==> src/rtl/requant_pkg.sv <==
// -----------------------------------------------------------------------------
// requant_pkg
// Shared types and width helpers for the requantizer pipeline.
//   round_mode_e : per-beat rounding mode carried alongside each input beat
//   mid_width()  : width of the rounded intermediate, IN_W-SHIFT+1 bits, which
//                  holds floor(in / 2^SHIFT) plus a rounding increment without
//                  overflow
// -----------------------------------------------------------------------------
package requant_pkg;

    typedef enum logic [1:0] {
        RM_TRUNC     = 2'd0,
        RM_HALF_UP   = 2'd1,
        RM_HALF_EVEN = 2'd2,
        RM_HALF_AWAY = 2'd3
    } round_mode_e;

    function automatic int mid_width(input int in_w, input int shift);
        return in_w - shift + 1;
    endfunction

    localparam int DEF_IN_W  = 32;
    localparam int DEF_SHIFT = 9;
    localparam int DEF_MID_W = mid_width(DEF_IN_W, DEF_SHIFT);

endpackage

==> src/rtl/requant_round_lane.sv <==
// -----------------------------------------------------------------------------
// requant_round_lane
// Combinational rounding of one signed lane: drops SHIFT fraction bits and
// applies the selected rounding increment.
//   din  : IN_W-bit signed input word
//   mode : rounding mode for this beat
//   r    : MID_W-bit signed rounded result (IN_W-SHIFT+1 bits)
// -----------------------------------------------------------------------------
module requant_round_lane
    import requant_pkg::*;
#(
    parameter  int IN_W  = 32,
    parameter  int SHIFT = 9,
    localparam int MID_W = mid_width(IN_W, SHIFT)
) (
    input  logic [IN_W-1:0]  din,
    input  round_mode_e      mode,
    output logic [MID_W-1:0] r
);

    // Bits strictly below the half bit; an all-zero mask when SHIFT is 1.
    localparam logic [IN_W-1:0] STICKY_MASK = (IN_W'(1) << (SHIFT - 1)) - IN_W'(1);

    logic [MID_W-1:0] q_s;
    logic             sign_s;
    logic             half_s;
    logic             sticky_s;
    logic             inc_s;

    // Floor quotient: arithmetic shift with one extra sign bit of headroom.
    assign sign_s   = din[IN_W-1];
    assign q_s      = {sign_s, din[IN_W-1:SHIFT]};
    assign half_s   = din[SHIFT-1];
    assign sticky_s = |(din & STICKY_MASK);

    // Rounding increment selection; ties are half set with sticky clear.
    always_comb begin
        inc_s = 1'b0;
        case (mode)
            RM_TRUNC:     inc_s = 1'b0;
            RM_HALF_UP:   inc_s = half_s;
            RM_HALF_EVEN: inc_s = half_s & (sticky_s | q_s[0]);
            RM_HALF_AWAY: inc_s = half_s & (sticky_s | ~sign_s);
            default:      inc_s = 1'b0;
        endcase
    end

    assign r = q_s + MID_W'(inc_s);

endmodule

==> src/rtl/requant_pipe.sv <==
// -----------------------------------------------------------------------------
// requant_pipe
// Two-stage multi-lane requantizer: S1 rounds each lane, S2 saturates or wraps
// into OUT_W bits and registers the outputs. The whole pipe freezes while the
// output beat is held by downstream, so bubbles never compress under stall.
//   clk, rst     : clock, synchronous active-high reset
//   in_valid/in_ready, in_data, in_mode, in_sat_en : input beat (mode and
//                  saturation enable travel with the beat)
//   out_valid/out_ready, out_data, out_sat : output beat and per-lane
//                  clipped/wrapped flags
//   sat_cnt      : saturating count of flagged lanes on output handshakes
//   sat_cnt_clr  : synchronous counter clear, wins over a same-cycle handshake
// -----------------------------------------------------------------------------
module requant_pipe
    import requant_pkg::*;
#(
    parameter int LANES = 4,
    parameter int IN_W  = 32,
    parameter int OUT_W = 16,
    parameter int SHIFT = 9,
    parameter int CNT_W = 16
) (
    input  logic                   clk,
    input  logic                   rst,
    input  logic                   in_valid,
    output logic                   in_ready,
    input  logic [LANES*IN_W-1:0]  in_data,
    input  logic [1:0]             in_mode,
    input  logic                   in_sat_en,
    output logic                   out_valid,
    input  logic                   out_ready,
    output logic [LANES*OUT_W-1:0] out_data,
    output logic [LANES-1:0]       out_sat,
    output logic [CNT_W-1:0]       sat_cnt,
    input  logic                   sat_cnt_clr
);

    localparam int MID_W = mid_width(IN_W, SHIFT);
    localparam int PC_W  = $clog2(LANES + 1);
    localparam int SUM_W = CNT_W + PC_W;
    localparam int EXT_W = MID_W - OUT_W + 1;

    localparam logic signed [MID_W-1:0] SAT_MAX = {{EXT_W{1'b0}}, {(OUT_W-1){1'b1}}};
    localparam logic signed [MID_W-1:0] SAT_MIN = {{EXT_W{1'b1}}, {(OUT_W-1){1'b0}}};
    localparam logic [CNT_W-1:0]        CNT_MAX = {CNT_W{1'b1}};

    function automatic logic [PC_W-1:0] popcount(input logic [LANES-1:0] v);
        logic [PC_W-1:0] c;
        c = '0;
        for (int i = 0; i < LANES; i++) begin
            c = c + PC_W'(v[i]);
        end
        return c;
    endfunction

    logic                   advance_s;
    logic [MID_W-1:0]       rnd_s      [LANES];
    logic [MID_W-1:0]       s1_data_r  [LANES];
    logic                   s1_valid_r;
    logic                   s1_sat_en_r;
    logic [LANES*OUT_W-1:0] sat_data_s;
    logic [LANES-1:0]       sat_flag_s;
    logic [SUM_W-1:0]       cnt_sum_s;
    logic [CNT_W-1:0]       cnt_next_s;
    logic                   out_fire_s;

    // Single global enable: either the output slot is empty or it is leaving.
    assign advance_s  = !out_valid || out_ready;
    assign in_ready   = advance_s;
    assign out_fire_s = out_valid && out_ready;

    for (genvar k = 0; k < LANES; k++) begin : g_lane
        requant_round_lane #(
            .IN_W  (IN_W),
            .SHIFT (SHIFT)
        ) u_round (
            .din  (in_data[k*IN_W +: IN_W]),
            .mode (round_mode_e'(in_mode)),
            .r    (rnd_s[k])
        );
    end

    // S1 register: rounded lanes plus the beat's saturation enable.
    always_ff @(posedge clk) begin
        if (rst) begin
            s1_valid_r  <= 1'b0;
            s1_sat_en_r <= 1'b0;
            s1_data_r   <= '{default: '0};
        end else if (advance_s) begin
            s1_valid_r  <= in_valid;
            s1_sat_en_r <= in_sat_en;
            s1_data_r   <= rnd_s;
        end else begin
            s1_valid_r  <= s1_valid_r;
            s1_sat_en_r <= s1_sat_en_r;
            s1_data_r   <= s1_data_r;
        end
    end

    // Range check per lane; the flag reports clipping or, with saturation off,
    // a wrap, while the data either clamps or keeps the low OUT_W bits.
    always_comb begin
        sat_data_s = '0;
        sat_flag_s = '0;
        for (int k = 0; k < LANES; k++) begin
            if ($signed(s1_data_r[k]) > SAT_MAX) begin
                sat_flag_s[k] = 1'b1;
                if (s1_sat_en_r) begin
                    sat_data_s[k*OUT_W +: OUT_W] = SAT_MAX[OUT_W-1:0];
                end else begin
                    sat_data_s[k*OUT_W +: OUT_W] = s1_data_r[k][OUT_W-1:0];
                end
            end else if ($signed(s1_data_r[k]) < SAT_MIN) begin
                sat_flag_s[k] = 1'b1;
                if (s1_sat_en_r) begin
                    sat_data_s[k*OUT_W +: OUT_W] = SAT_MIN[OUT_W-1:0];
                end else begin
                    sat_data_s[k*OUT_W +: OUT_W] = s1_data_r[k][OUT_W-1:0];
                end
            end else begin
                sat_data_s[k*OUT_W +: OUT_W] = s1_data_r[k][OUT_W-1:0];
            end
        end
    end

    // S2 output register; held stable while downstream stalls.
    always_ff @(posedge clk) begin
        if (rst) begin
            out_valid <= 1'b0;
            out_data  <= '0;
            out_sat   <= '0;
        end else if (advance_s) begin
            out_valid <= s1_valid_r;
            out_data  <= sat_data_s;
            out_sat   <= sat_flag_s;
        end else begin
            out_valid <= out_valid;
            out_data  <= out_data;
            out_sat   <= out_sat;
        end
    end

    // Widened sum lets the clamp test see overflow past CNT_W bits.
    assign cnt_sum_s = SUM_W'(sat_cnt) + SUM_W'(popcount(out_sat));

    // Counter next state: clear beats a same-cycle handshake, then clamp.
    always_comb begin
        cnt_next_s = sat_cnt;
        if (sat_cnt_clr) begin
            cnt_next_s = '0;
        end else if (out_fire_s) begin
            if (cnt_sum_s > SUM_W'(CNT_MAX)) begin
                cnt_next_s = CNT_MAX;
            end else begin
                cnt_next_s = cnt_sum_s[CNT_W-1:0];
            end
        end else begin
            cnt_next_s = sat_cnt;
        end
    end

    // Saturation event counter register.
    always_ff @(posedge clk) begin
        if (rst) begin
            sat_cnt <= '0;
        end else begin
            sat_cnt <= cnt_next_s;
        end
    end

endmodule

==> config.mk <==
export PLATFORM = sky130hd
export DESIGN_NAME = requant_pipe
export DESIGN_NICKNAME = d
export VERILOG_FILES = /design/src/rtl/requant_pkg.sv /design/src/rtl/requant_round_lane.sv /design/src/rtl/requant_pipe.sv
export SDC_FILE = /design/constraint.sdc
export NUM_CORES = 1
export LEC_CHECK = 0
export ABC_AREA = 1
export ABC_CLOCK_PERIOD_IN_PS = 5000
export CAP_MARGIN = 20
export CORE_ASPECT_RATIO = 2
export CORE_MARGIN = 3
export CORE_UTILIZATION = 50
export CTS_BUF_LIST = sky130_fd_sc_hd__clkbuf_8
export DETAILED_ROUTE_END_ITERATION = 16
export PLACE_DENSITY = 0.85
export SYNTH_ARGS = -nofsm -noshare
export SYNTH_HDL_FRONTEND = slang
export SYNTH_SLANG_ARGS = --single-unit
==> constraint.sdc <==
create_clock -name clk -period 5 [get_ports clk]
set_input_delay 1.25 -clock clk [delete_from_list [all_inputs] [get_ports clk]]
set_output_delay 1.25 -clock clk [all_outputs]
set_load 0.01 [all_outputs]
==> metrics, run 1 <==
total negative slack=0 ns; hold-fix buffer count after cts=0; CTS Buf Count=17; count of standard-cell rows=73; Detailed Place HPWL=24.4 mm; die area=0.0225 mm^2; count of distinct cell types in the synthesized netlist=39; fraction of registers with async set or reset after synthesis=0; height of the chip=209 um; clock sink count=183; GRT Total Usage=0.283; flip-flop and latch count after synthesis=183; post-layout instance count excluding filler cells=2019; signal arrival time at the worst endpoint=2.77 ns; gpl congestion=0.986; data required time of the worst path=3.75 ns; share of cells above drive strength 1=0.0438; DRC violations left=0; drt via density=5.34; CP Capture Type=output port; Boundary Pins=222; maximum clock insertion buffer count=2; fillcell total=1862; proportion of netlist area held by the largest area contributor=0.354; Area growth, synth to finish=26.2%; ANT nets after route=0; CORE AREA=0.0201 mm^2; horizontal die dimension=108 um; initial cell density of the core=0.515; routed len/inst=15.9 um; transition time at the pin with the least slew margin=1.06 ns; run status=completed; path class of the lowest-slack min-delay path=flop to flop; final-layout worst hold slack=0.467 ns; main area contributors after synthesis=sky130_fd_sc_hd__dfxtp_1 35%, sky130_fd_sc_hd__nand2_1 13%, sky130_fd_sc_hd__inv_1 7.7%; maximum fanout count along the critical path=48; DRC violation total after the first TritonRoute iteration=520; maximum VDD drop=183 uV; EDFF count, synth=0; number of nets in the synthesized netlist=1711; predominant post-synthesis flop cell=sky130_fd_sc_hd__dfxtp_1; clock-pin slew on the worst setup and hold paths=0.09 ns; Critical Path Start Type=input port; unrepaired setup endpoints after global routing=false; wire length of the first global-routing pass=51.0 mm; crit path kind=input port to output port; Skew-Pair Late Insertion Delay=0.48 ns; Max-slew headroom=0.292; Max Cap Violations=0; number of buffers added on ports=221; number of setup violations in the final report=0; PwrDens=259 mW/mm^2; clock skew=0.00987 ns; post-placement cell count=1987; CTS-repair resized insts=0; CTS tree=done; final core utilization=0.649; post-synthesis average cell area=6.62 um^2; first-pass iteration count of the detailed router=5; cell accounting for the most synthesized area=sky130_fd_sc_hd__dfxtp_1; synthesized netlist cell count=1563; total number of yosys warnings=0; number of pins exceeding their max-slew limit in the final report=0; Seq/Total Area, Yosys=0.354; total congestion overflow=0; final-stage net count=1892; total routed wirelength=32.1 mm; number of levels in the clock H-tree=4; portion of the clock cycle consumed by the worst path in the final layout=0.804; Setup Slack @ Placement=0.931 ns; leakage power=6.08 nW; total number of vias=10.8k; Post-CTS Repair Setup Buffers=0; slack of the critical path=0.980 ns; library cell used as clock root buffer=sky130_fd_sc_hd__clkbuf_8; vias in the first global route=10.5k; pin count of the biggest net entering global routing=111; antenna violations before repair=0; maximum operating frequency=249 MHz; minimum setup slack among reg-to-reg paths=2.26 ns; number of inserted diodes=0; Netlist Area Pre-Place=0.0103 mm^2; final hold vios=0; post-layout min period=4.02 ns
## registers in the layout, summed over array words and instances (netlist names)
name / flops
out_data: 64
out_sat: 4
out_valid: 1
s1_data_r: 96
s1_sat_en_r: 1
s1_valid_r: 1
sat_cnt: 16
## kinds of logic after synthesis
| kind of cell | Yosys count | synth area share |
|---|---|---|
| AO/OA/AOI/OAI | 325 | 0.180 |
| buffers and inverters | 280 | 0.107 |
| adder cells (fa/ha/maj) | 12 | 0.0167 |
| AND/OR/NAND/NOR | 729 | 0.313 |
| XOR/XNOR | 33 | 0.0280 |
| multiplexers | 1 | 0.00109 |
| flip-flops | 183 | 0.354 |
## power breakdown
| part | internal, mW | leakage (nW) | switching, mW |
|---|---|---|---|
| registers | 1.57 | 1.52 | 0.0703 |
| clock network | 0.518 | 0.218 | 0.541 |
| logic | 0.324 | 4.34 | 0.357 |
## final timing paths
kind	startpoint	end	depth (start not counted)
min	s1_valid_r$_SDFFE_PP0P_	s1_valid_r$_SDFFE_PP0P_	2
max	out_ready	in_ready	4
min reg2reg	s1_valid_r$_SDFFE_PP0P_	s1_valid_r$_SDFFE_PP0P_	2
max reg2reg	out_sat[0]$_SDFFE_PP0P_	sat_cnt[14]$_SDFFE_PP0P_	14
## cells in the mapped netlist, drive strengths merged (8+ instances only)
cell type,instances
xor2,13
or2,23
nand4,19
inv,214
xnor2,20
dfxtp,183
nor3,32
nor2,154
o21bai,52
nor4,8
o211ai,26
nand3,114
nand2,352
nand3b,26
buf,36
o21ai,153
a21oi,79
clkbuf,29
ha,9
## layout make-up
cell class | instances | area [um^2] | area share
clock buffer | 19 | 262 | 0.0200
clock inverter | 13 | 155 | 0.0119
inverter | 215 | 813 | 0.0623
multi-input combinational | 1100 | 5570 | 0.427
sequential | 183 | 3660 | 0.281
tap | 262 | 328 | 0.0251
timing repair buffer | 227 | 2260 | 0.173
## stage by stage
step / area, um^2 / power [mW]
after global routing: 13000 / 3.53
after global placement: 12600 / 2.34
after CTS: 13000 / 3.40
final: 13000 / 3.38
after detailed placement: 12600 / 2.35
after floorplan: 10300 / 2.00
## placed cells by master, fill, tap and decap left out, types with 31 or more instances in the layout
| master | synthesis | final |
|---|---|---|
| sky130_fd_sc_hd__nand3_1 | 110 | 110 |
| sky130_fd_sc_hd__nand2_1 | 348 | 348 |
| sky130_fd_sc_hd__a21oi_1 | 79 | 79 |
| sky130_fd_sc_hd__inv_1 | 213 | 215 |
| sky130_fd_sc_hd__nor2_1 | 147 | 147 |
| sky130_fd_sc_hd__o21bai_1 | 52 | 52 |
| sky130_fd_sc_hd__dfxtp_1 | 183 | 183 |
| sky130_fd_sc_hd__clkdlybuf4s50_1 | 0 | 221 |
| sky130_fd_sc_hd__nor3_1 | 31 | 31 |
| sky130_fd_sc_hd__o21ai_0 | 150 | 150 |
## routing by layer
layer | global-route usage | part of all wire | wire [um] | vias up
met5 | 0 | 0 | 0 | -
met3 | 0.0492 | 0.049 | 1590 | 115
met1 | 0.276 | 0.35 | 11200 | 4888
li1 | - | - | - | 5431
met4 | 0.167 | 0.058 | 1860 | 0
met2 | 0.537 | 0.55 | 17500 | 340
## critical path: stages
cell and delay (ns):
sky130_fd_sc_hd__clkdlybuf4s50_1 0.52, sky130_fd_sc_hd__nor2_4 0.07, sky130_fd_sc_hd__inv_6 0.25, sky130_fd_sc_hd__clkdlybuf4s50_1 0.68
Power figures use the tool's default switching activity.
==> inputs of run 2 (changes only) <==
--- a/config.mk
+++ b/config.mk
@@ -6,7 +6,7 @@
 export NUM_CORES = 1
 export LEC_CHECK = 0
 export ABC_AREA = 1
-export ABC_CLOCK_PERIOD_IN_PS = 5000
+export ABC_CLOCK_PERIOD_IN_PS = 3790
 export CAP_MARGIN = 20
 export CORE_ASPECT_RATIO = 2
 export CORE_MARGIN = 3
==> constraint.sdc (replaced) <==
create_clock -name clk -period 3.79 [get_ports clk]
set_input_delay 0.9475 -clock clk [delete_from_list [all_inputs] [get_ports clk]]
set_output_delay 0.9475 -clock clk [all_outputs]
set_load 0.01 [all_outputs]
==> run 2 against run 1 <==
  * Non-clock buffer count increased by 5
  * Combinational power increased by 33%
  * Clock skew increased by 0.0022 ns
  * Global-route usage increased by 0.59 points
  * Sequential share of layout area about the same
  * Register-to-register slack got worse by 1.3 ns
  * Critical endpoint unchanged
  * Highest routed layer unchanged
  * Largest cell class unchanged
==> metrics, run 2 (synthesized netlist as in run 1, its figures left out) <==
number of buffers added on ports=221; first-pass iteration count of the detailed router=6; routed len/inst=15.9 um; CTS tree=done; reg-to-reg endpoint=sat_cnt[14]$_SDFFE_PP0P_; ANT nets after route=0; commonest cells after routing, fill and taps aside=348 x sky130_fd_sc_hd__nand2_1, 221 x sky130_fd_sc_hd__clkdlybuf4s50_1, 215 x sky130_fd_sc_hd__inv_1, 183 x sky130_fd_sc_hd__dfxtp_1, 150 x sky130_fd_sc_hd__o21ai_0; post-layout min period=3.32 ns; Critical Path Start Type=input port; gate family responsible for the most delay along the worst path=buffers and inverters; hold-fix buffer count after cts=0; number of inserted diodes=0; critical register-to-register path startpoint=out_sat[0]$_SDFFE_PP0P_; sequential share of power=0.499; clock-pin slew on the worst setup and hold paths=0.09 ns; leakage power=6.08 nW; signal arrival time at the worst endpoint=2.37 ns; Boundary Pins=222; Int Pwr=3.05 mW; GRT Total Usage=0.289; number of pins exceeding their max-slew limit in the final report=0; CTS Buf Count=17; post-layout instance count excluding filler cells=2023; crit path kind=input port to output port; maximum clock insertion buffer count=2; horizontal die dimension=108 um; clock sink count=183; sink of the worst hold path=s1_valid_r$_SDFFE_PP0P_; most common library cell in the layout ignoring fill and taps=sky130_fd_sc_hd__nand2_1; Regs by FF count=s1_data_r: 96 flops, out_data: 64 flops, sat_cnt: 16 flops; origin of the worst min-delay path=s1_valid_r$_SDFFE_PP0P_; run status=completed; count of standard-cell rows=73; CTS-repair resized insts=0; post-placement cell count=1992; pin count of the biggest net entering global routing=115; final-layout worst hold slack=0.460 ns; transition time at the pin with the least slew margin=1.07 ns; register bank with the most flops=s1_data_r; final hold vios=0; DRC violation total after the first TritonRoute iteration=558; combinational share of power=0.210; Post-CTS Repair Setup Buffers=0; total congestion overflow=0; share of cells above drive strength 1=0.0460; Max-slew headroom=0.289; cell depth of the worst flop-to-flop path=14; wire length of the first global-routing pass=52.3 mm; final-stage net count=1897; die area=0.0225 mm^2; final core utilization=0.650; Critical Path Max Stage Delay=0.62 ns; gpl congestion=0.968; Skew-Pair Late Insertion Delay=0.48 ns; total routed wirelength=32.2 mm; total number of vias=10.8k; number of flip-flops in the largest register=96; Total Power Consumption=4.33 mW; hold depth=2; path class of the lowest-slack min-delay path=flop to flop; unrepaired setup endpoints after global routing=false; critical-path cell list=clkdlybuf4s50_1, nor2_4, inv_6, clkdlybuf4s50_1; drt via density=5.35; switching portion of total power=0.295; CORE AREA=0.0201 mm^2; Max Cap Violations=0; library cell used as clock root buffer=sky130_fd_sc_hd__clkbuf_8; initial cell density of the core=0.515; vias in the first global route=10.6k; CP Capture Type=output port; sw power=1.28 mW; PwrDens=332 mW/mm^2; number of levels in the clock H-tree=4; antenna violations before repair=0; CP most frequent cell=sky130_fd_sc_hd__clkdlybuf4s50_1; total negative slack=0 ns; DRC violations left=0; Area growth, synth to finish=26.3%; minimum setup slack among reg-to-reg paths=0.94 ns; share of total power in the clock network=0.291; clock skew=0.0121 ns; number of setup violations in the final report=0; height of the chip=209 um; worst path buffer plus inverter count=3; portion of the clock cycle consumed by the worst path in the final layout=0.875; Detailed Place HPWL=24.4 mm; Slowest cell on crit path=sky130_fd_sc_hd__clkdlybuf4s50_1; data required time of the worst path=2.84 ns; maximum operating frequency=301 MHz; maximum fanout count along the critical path=28; maximum VDD drop=242 uV
## run 2: routing by layer
| metal | vias up | part of all wire | GRT usage |
|---|---|---|---|
| met2 | 378 | 0.54 | 0.526 |
| li1 | 5431 | - | - |
| met5 | - | 0 | 0 |
| met3 | 120 | 0.051 | 0.0505 |
| met1 | 4889 | 0.35 | 0.291 |
| met4 | 0 | 0.065 | 0.192 |
## run 2: worst max-delay path by stage
stage,start,endpoint,slack (ns),cells past startpoint
3_3_place_gp,in_mode[0],s1_data_r[84]$_SDFFE_PP0P_,0.22,13
4_1_cts,out_ready,in_ready,0.48,4
5_1_grt,in_mode[0],s1_data_r[46]$_SDFFE_PP0P_,0.37,13
6_report,out_ready,in_ready,0.47,4
3_5_place_dp,in_mode[0],s1_data_r[84]$_SDFFE_PP0P_,0.10,13
2_1_floorplan,in_mode[0],s1_data_r[36]$_SDFFE_PP0P_,1.02,13
## run 2: cell type report
| cell class | instances | area (um^2) |
|---|---|---|
| fill | 1882 | 7040 |
| multi-input combinational | 1100 | 5570 |
| sequential | 183 | 3660 |
| timing repair buffer | 232 | 2320 |
| inverter | 215 | 813 |
| tap | 262 | 328 |
| clock buffer | 19 | 262 |
| clock inverter | 12 | 105 |
## run 2: worst min-delay path: cells and delay by family (launching register included)
family	cells	cell delay [ns]
AOI/OAI and AO/OA	1	0.06
DFF	1	0.31
buffers and inverters	1	0.06
## run 2: power by group through the flow
| stage | Combinational (mW) | Clock (mW) | Sequential (mW) |
|---|---|---|---|
| after floorplan | 0.429 | 0 | 2.21 |
| after global placement | 0.893 | 0 | 2.20 |
| after detailed placement | 0.905 | 0 | 2.20 |
| after CTS | 0.910 | 1.29 | 2.16 |
| after global routing | 1.01 | 1.37 | 2.18 |
| final | 0.908 | 1.26 | 2.16 |
## run 2: metrics by stage
stage / setup WS, ns / cell area [um^2]
finish: 0.473 / 13100
global route: 0.374 / 13100
CTS: 0.479 / 13100
detailed placement: 0.101 / 12700
global placement: 0.219 / 12700
floorplan: 1.02 / 10300
==> inputs of run 3 (changes only) <==
--- a/config.mk
+++ b/config.mk
@@ -5,15 +5,14 @@
 export SDC_FILE = /design/constraint.sdc
 export NUM_CORES = 1
 export LEC_CHECK = 0
-export ABC_AREA = 1
 export ABC_CLOCK_PERIOD_IN_PS = 3790
 export CAP_MARGIN = 20
 export CORE_ASPECT_RATIO = 2
-export CORE_MARGIN = 3
 export CORE_UTILIZATION = 50
 export CTS_BUF_LIST = sky130_fd_sc_hd__clkbuf_8
 export DETAILED_ROUTE_END_ITERATION = 16
-export PLACE_DENSITY = 0.85
+export PLACE_DENSITY = 0.87
+export SLEW_MARGIN = 40
 export SYNTH_ARGS = -nofsm -noshare
 export SYNTH_HDL_FRONTEND = slang
 export SYNTH_SLANG_ARGS = --single-unit
==> run 3 against run 2 <==
  * Clock skew rose by 0.0041 ns
  * Count of clock-buffer cells in the layout fell by 2
  * Critical path type is now input port to flop
  * Maximum frequency grew 1.4%
  * Register-to-register slack got worse by 0.18 ns
  * Critical path depth up 5
==> metrics, run 3 <==
run status=completed; ANT nets after route=0; final-stage net count=1421; gpl congestion=0.971; number of flip-flops in the largest register=96; maximum VDD drop=229 uV; fraction of registers with async set or reset after synthesis=0; antenna violations before repair=1; total number of yosys warnings=0; main area contributors after synthesis=sky130_fd_sc_hd__dfxtp_1 41%, sky130_fd_sc_hd__a211oi_1 9.3%, sky130_fd_sc_hd__nor2_1 6.5%; signal arrival time at the worst endpoint=3.66 ns; predominant post-synthesis flop cell=sky130_fd_sc_hd__dfxtp_1; Slowest cell on crit path=sky130_fd_sc_hd__clkdlybuf4s50_1; register bank with the most flops=s1_data_r; maximum operating frequency=306 MHz; number of setup violations in the final report=0; hold-fix buffer count after cts=0; final core utilization=0.675; number of nets in the synthesized netlist=1234; routed len/inst=16.5 um; EDFF count, synth=0; CP most frequent cell=sky130_fd_sc_hd__ha_1; gate family responsible for the most delay along the worst path=simple AND/OR/NAND/NOR gates; Netlist Area Pre-Place=0.00886 mm^2; combinational share of power=0.173; commonest cells after routing, fill and taps aside=220 x sky130_fd_sc_hd__clkdlybuf4s50_1, 183 x sky130_fd_sc_hd__dfxtp_1, 152 x sky130_fd_sc_hd__nor2_1, 132 x sky130_fd_sc_hd__nand2_1, 110 x sky130_fd_sc_hd__a211oi_1; CTS Buf Count=17; drt via density=5.96; CP Capture Type=flop; maximum clock insertion buffer count=2; share of total power in the clock network=0.317; share of cells above drive strength 1=0.0521; total number of vias=8921; pin count of the biggest net entering global routing=85; maximum fanout count along the critical path=8; total congestion overflow=0; Detailed Place HPWL=18.4 mm; wire length of the first global-routing pass=38.8 mm; number of buffers added on ports=221; total routed wirelength=24.7 mm; count of standard-cell rows=68; data required time of the worst path=4.18 ns; vias in the first global route=8440; clock-pin slew on the worst setup and hold paths=0.10 ns; Boundary Pins=222; GRT Total Usage=0.272; post-synthesis average cell area=8.16 um^2; most repeated cell in the gate-level netlist after synthesis=sky130_fd_sc_hd__dfxtp_1; count of distinct cell types in the synthesized netlist=48; number of pins exceeding their max-slew limit in the final report=0; post-layout min period=3.27 ns; worst path buffer plus inverter count=1; Setup Slack @ Placement=0.0448 ns; height of the chip=190 um; Post-CTS Repair Setup Buffers=0; Skew-Pair Late Insertion Delay=0.48 ns; most used standard cells in the synthesized netlist=183 x sky130_fd_sc_hd__dfxtp_1, 154 x sky130_fd_sc_hd__nor2_1, 132 x sky130_fd_sc_hd__nand2_1, 110 x sky130_fd_sc_hd__a211oi_1, 70 x sky130_fd_sc_hd__clkbuf_1; sequential share of power=0.511; DRC violations left=0; PwrDens=362 mW/mm^2; Area growth, synth to finish=31.6%; number of inserted diodes=0; most common library cell in the layout ignoring fill and taps=sky130_fd_sc_hd__clkdlybuf4s50_1; leakage power=4.23 nW; CORE AREA=0.0173 mm^2; number of levels in the clock H-tree=4; clock sink count=183; Regs by FF count=s1_data_r: 96 flops, out_data: 64 flops, sat_cnt: 16 flops; library cell used as clock root buffer=sky130_fd_sc_hd__clkbuf_8; fillcell total=1411; proportion of netlist area held by the largest area contributor=0.414; DRC violation total after the first TritonRoute iteration=317; switching portion of total power=0.291; Critical Path Start Type=input port; unrepaired setup endpoints after global routing=false; initial cell density of the core=0.513; synthesized netlist cell count=1086; clock skew=0.0162 ns; die area=0.0183 mm^2; transition time at the pin with the least slew margin=0.729 ns; Max Cap Violations=0; CTS tree=done; first-pass iteration count of the detailed router=5; Int Pwr=2.99 mW; Seq/Total Area, Yosys=0.414; final-layout worst hold slack=0.458 ns; total negative slack=0 ns; final hold vios=0; critical-path cell list=clkdlybuf4s50_1, o21ai_0, a21oi_1, ha_1, ha_1, nand3_2, or3_1, or4_1, a311oi_1; sw power=1.23 mW; portion of the clock cycle consumed by the worst path in the final layout=0.863; slack of the critical path=0.520 ns; horizontal die dimension=96.1 um; Critical Path Max Stage Delay=0.62 ns; path class of the lowest-slack min-delay path=flop to flop; CTS-repair resized insts=0; Max-slew headroom=0.514; crit path kind=input port to flop; flip-flop and latch count after synthesis=183; cell accounting for the most synthesized area=sky130_fd_sc_hd__dfxtp_1
[run 3: cell type report]
| type | instances | area, um^2 | area share |
|---|---|---|---|
| inverter | 18 | 72.6 | 0.00622 |
| tap | 210 | 263 | 0.0225 |
| timing repair buffer | 242 | 2410 | 0.207 |
| clock inverter | 15 | 158 | 0.0135 |
| sequential | 183 | 3660 | 0.314 |
| clock buffer | 17 | 234 | 0.0201 |
| multi-input combinational | 811 | 4850 | 0.416 |
[run 3: path summary, 6_finish.rpt]
check	from	cells after the start	slack [ns]	to
setup / recovery	in_mode[1]	9	0.52	s1_data_r[42]$_SDFFE_PP0P_
hold / removal	s1_data_r[72]$_SDFFE_PP0P_	2	0.46	s1_data_r[72]$_SDFFE_PP0P_
hold reg to reg	s1_data_r[72]$_SDFFE_PP0P_	2	0.46	s1_data_r[72]$_SDFFE_PP0P_
setup reg to reg	out_sat[0]$_SDFFE_PP0P_	9	0.76	sat_cnt[13]$_SDFFE_PP0P_
[run 3: worst reg2reg max path, cell delays in order, from the launching register on]
cell and delay [ns]:
sky130_fd_sc_hd__dfxtp_1 0.37, sky130_fd_sc_hd__fa_1 0.55, sky130_fd_sc_hd__inv_1 0.05, sky130_fd_sc_hd__fa_1 0.38, sky130_fd_sc_hd__inv_1 0.08, sky130_fd_sc_hd__fa_1 0.19, sky130_fd_sc_hd__and4_1 0.38, sky130_fd_sc_hd__nand2_1 0.09
sky130_fd_sc_hd__or3_1 0.60, sky130_fd_sc_hd__a31oi_1 0.25
[run 3: routing by layer]
metal,wire (um),track usage
met1,8800,0.263
met2,13700,0.519
met3,941,0.0451
met4,1160,0.150
met5,17,0
[run 3: through the flow]
step / instances / area [um^2] / total power [mW]
after detailed placement: 1464 / 11300 / 2.92
after floorplan: 1086 / 8860 / 2.50
after CTS: 1496 / 11700 / 4.24
after global routing: 1496 / 11700 / 4.39
final: 1496 / 11700 / 4.22
after global placement: 1460 / 11200 / 2.90
[run 3: logic make-up after synthesis]
kind of cell	after synthesis	synth area share
AND/OR/NAND/NOR	481	0.262
adder cells (fa/ha/maj)	12	0.0195
flip-flops	183	0.414
XOR/XNOR	57	0.0564
multiplexers	2	0.00226
buffers and inverters	92	0.0401
AO/OA/AOI/OAI	259	0.206
[run 3: power by group through the flow]
stage          registers [mW]  logic, mW  clock network [mW]
6_report                 2.15      0.728                1.34
3_5_place_dp             2.20      0.724                   0
5_1_grt                  2.17      0.792                1.43
4_1_cts                  2.15      0.729                1.36
2_1_floorplan            2.20      0.299                   0
3_3_place_gp             2.19      0.705                   0
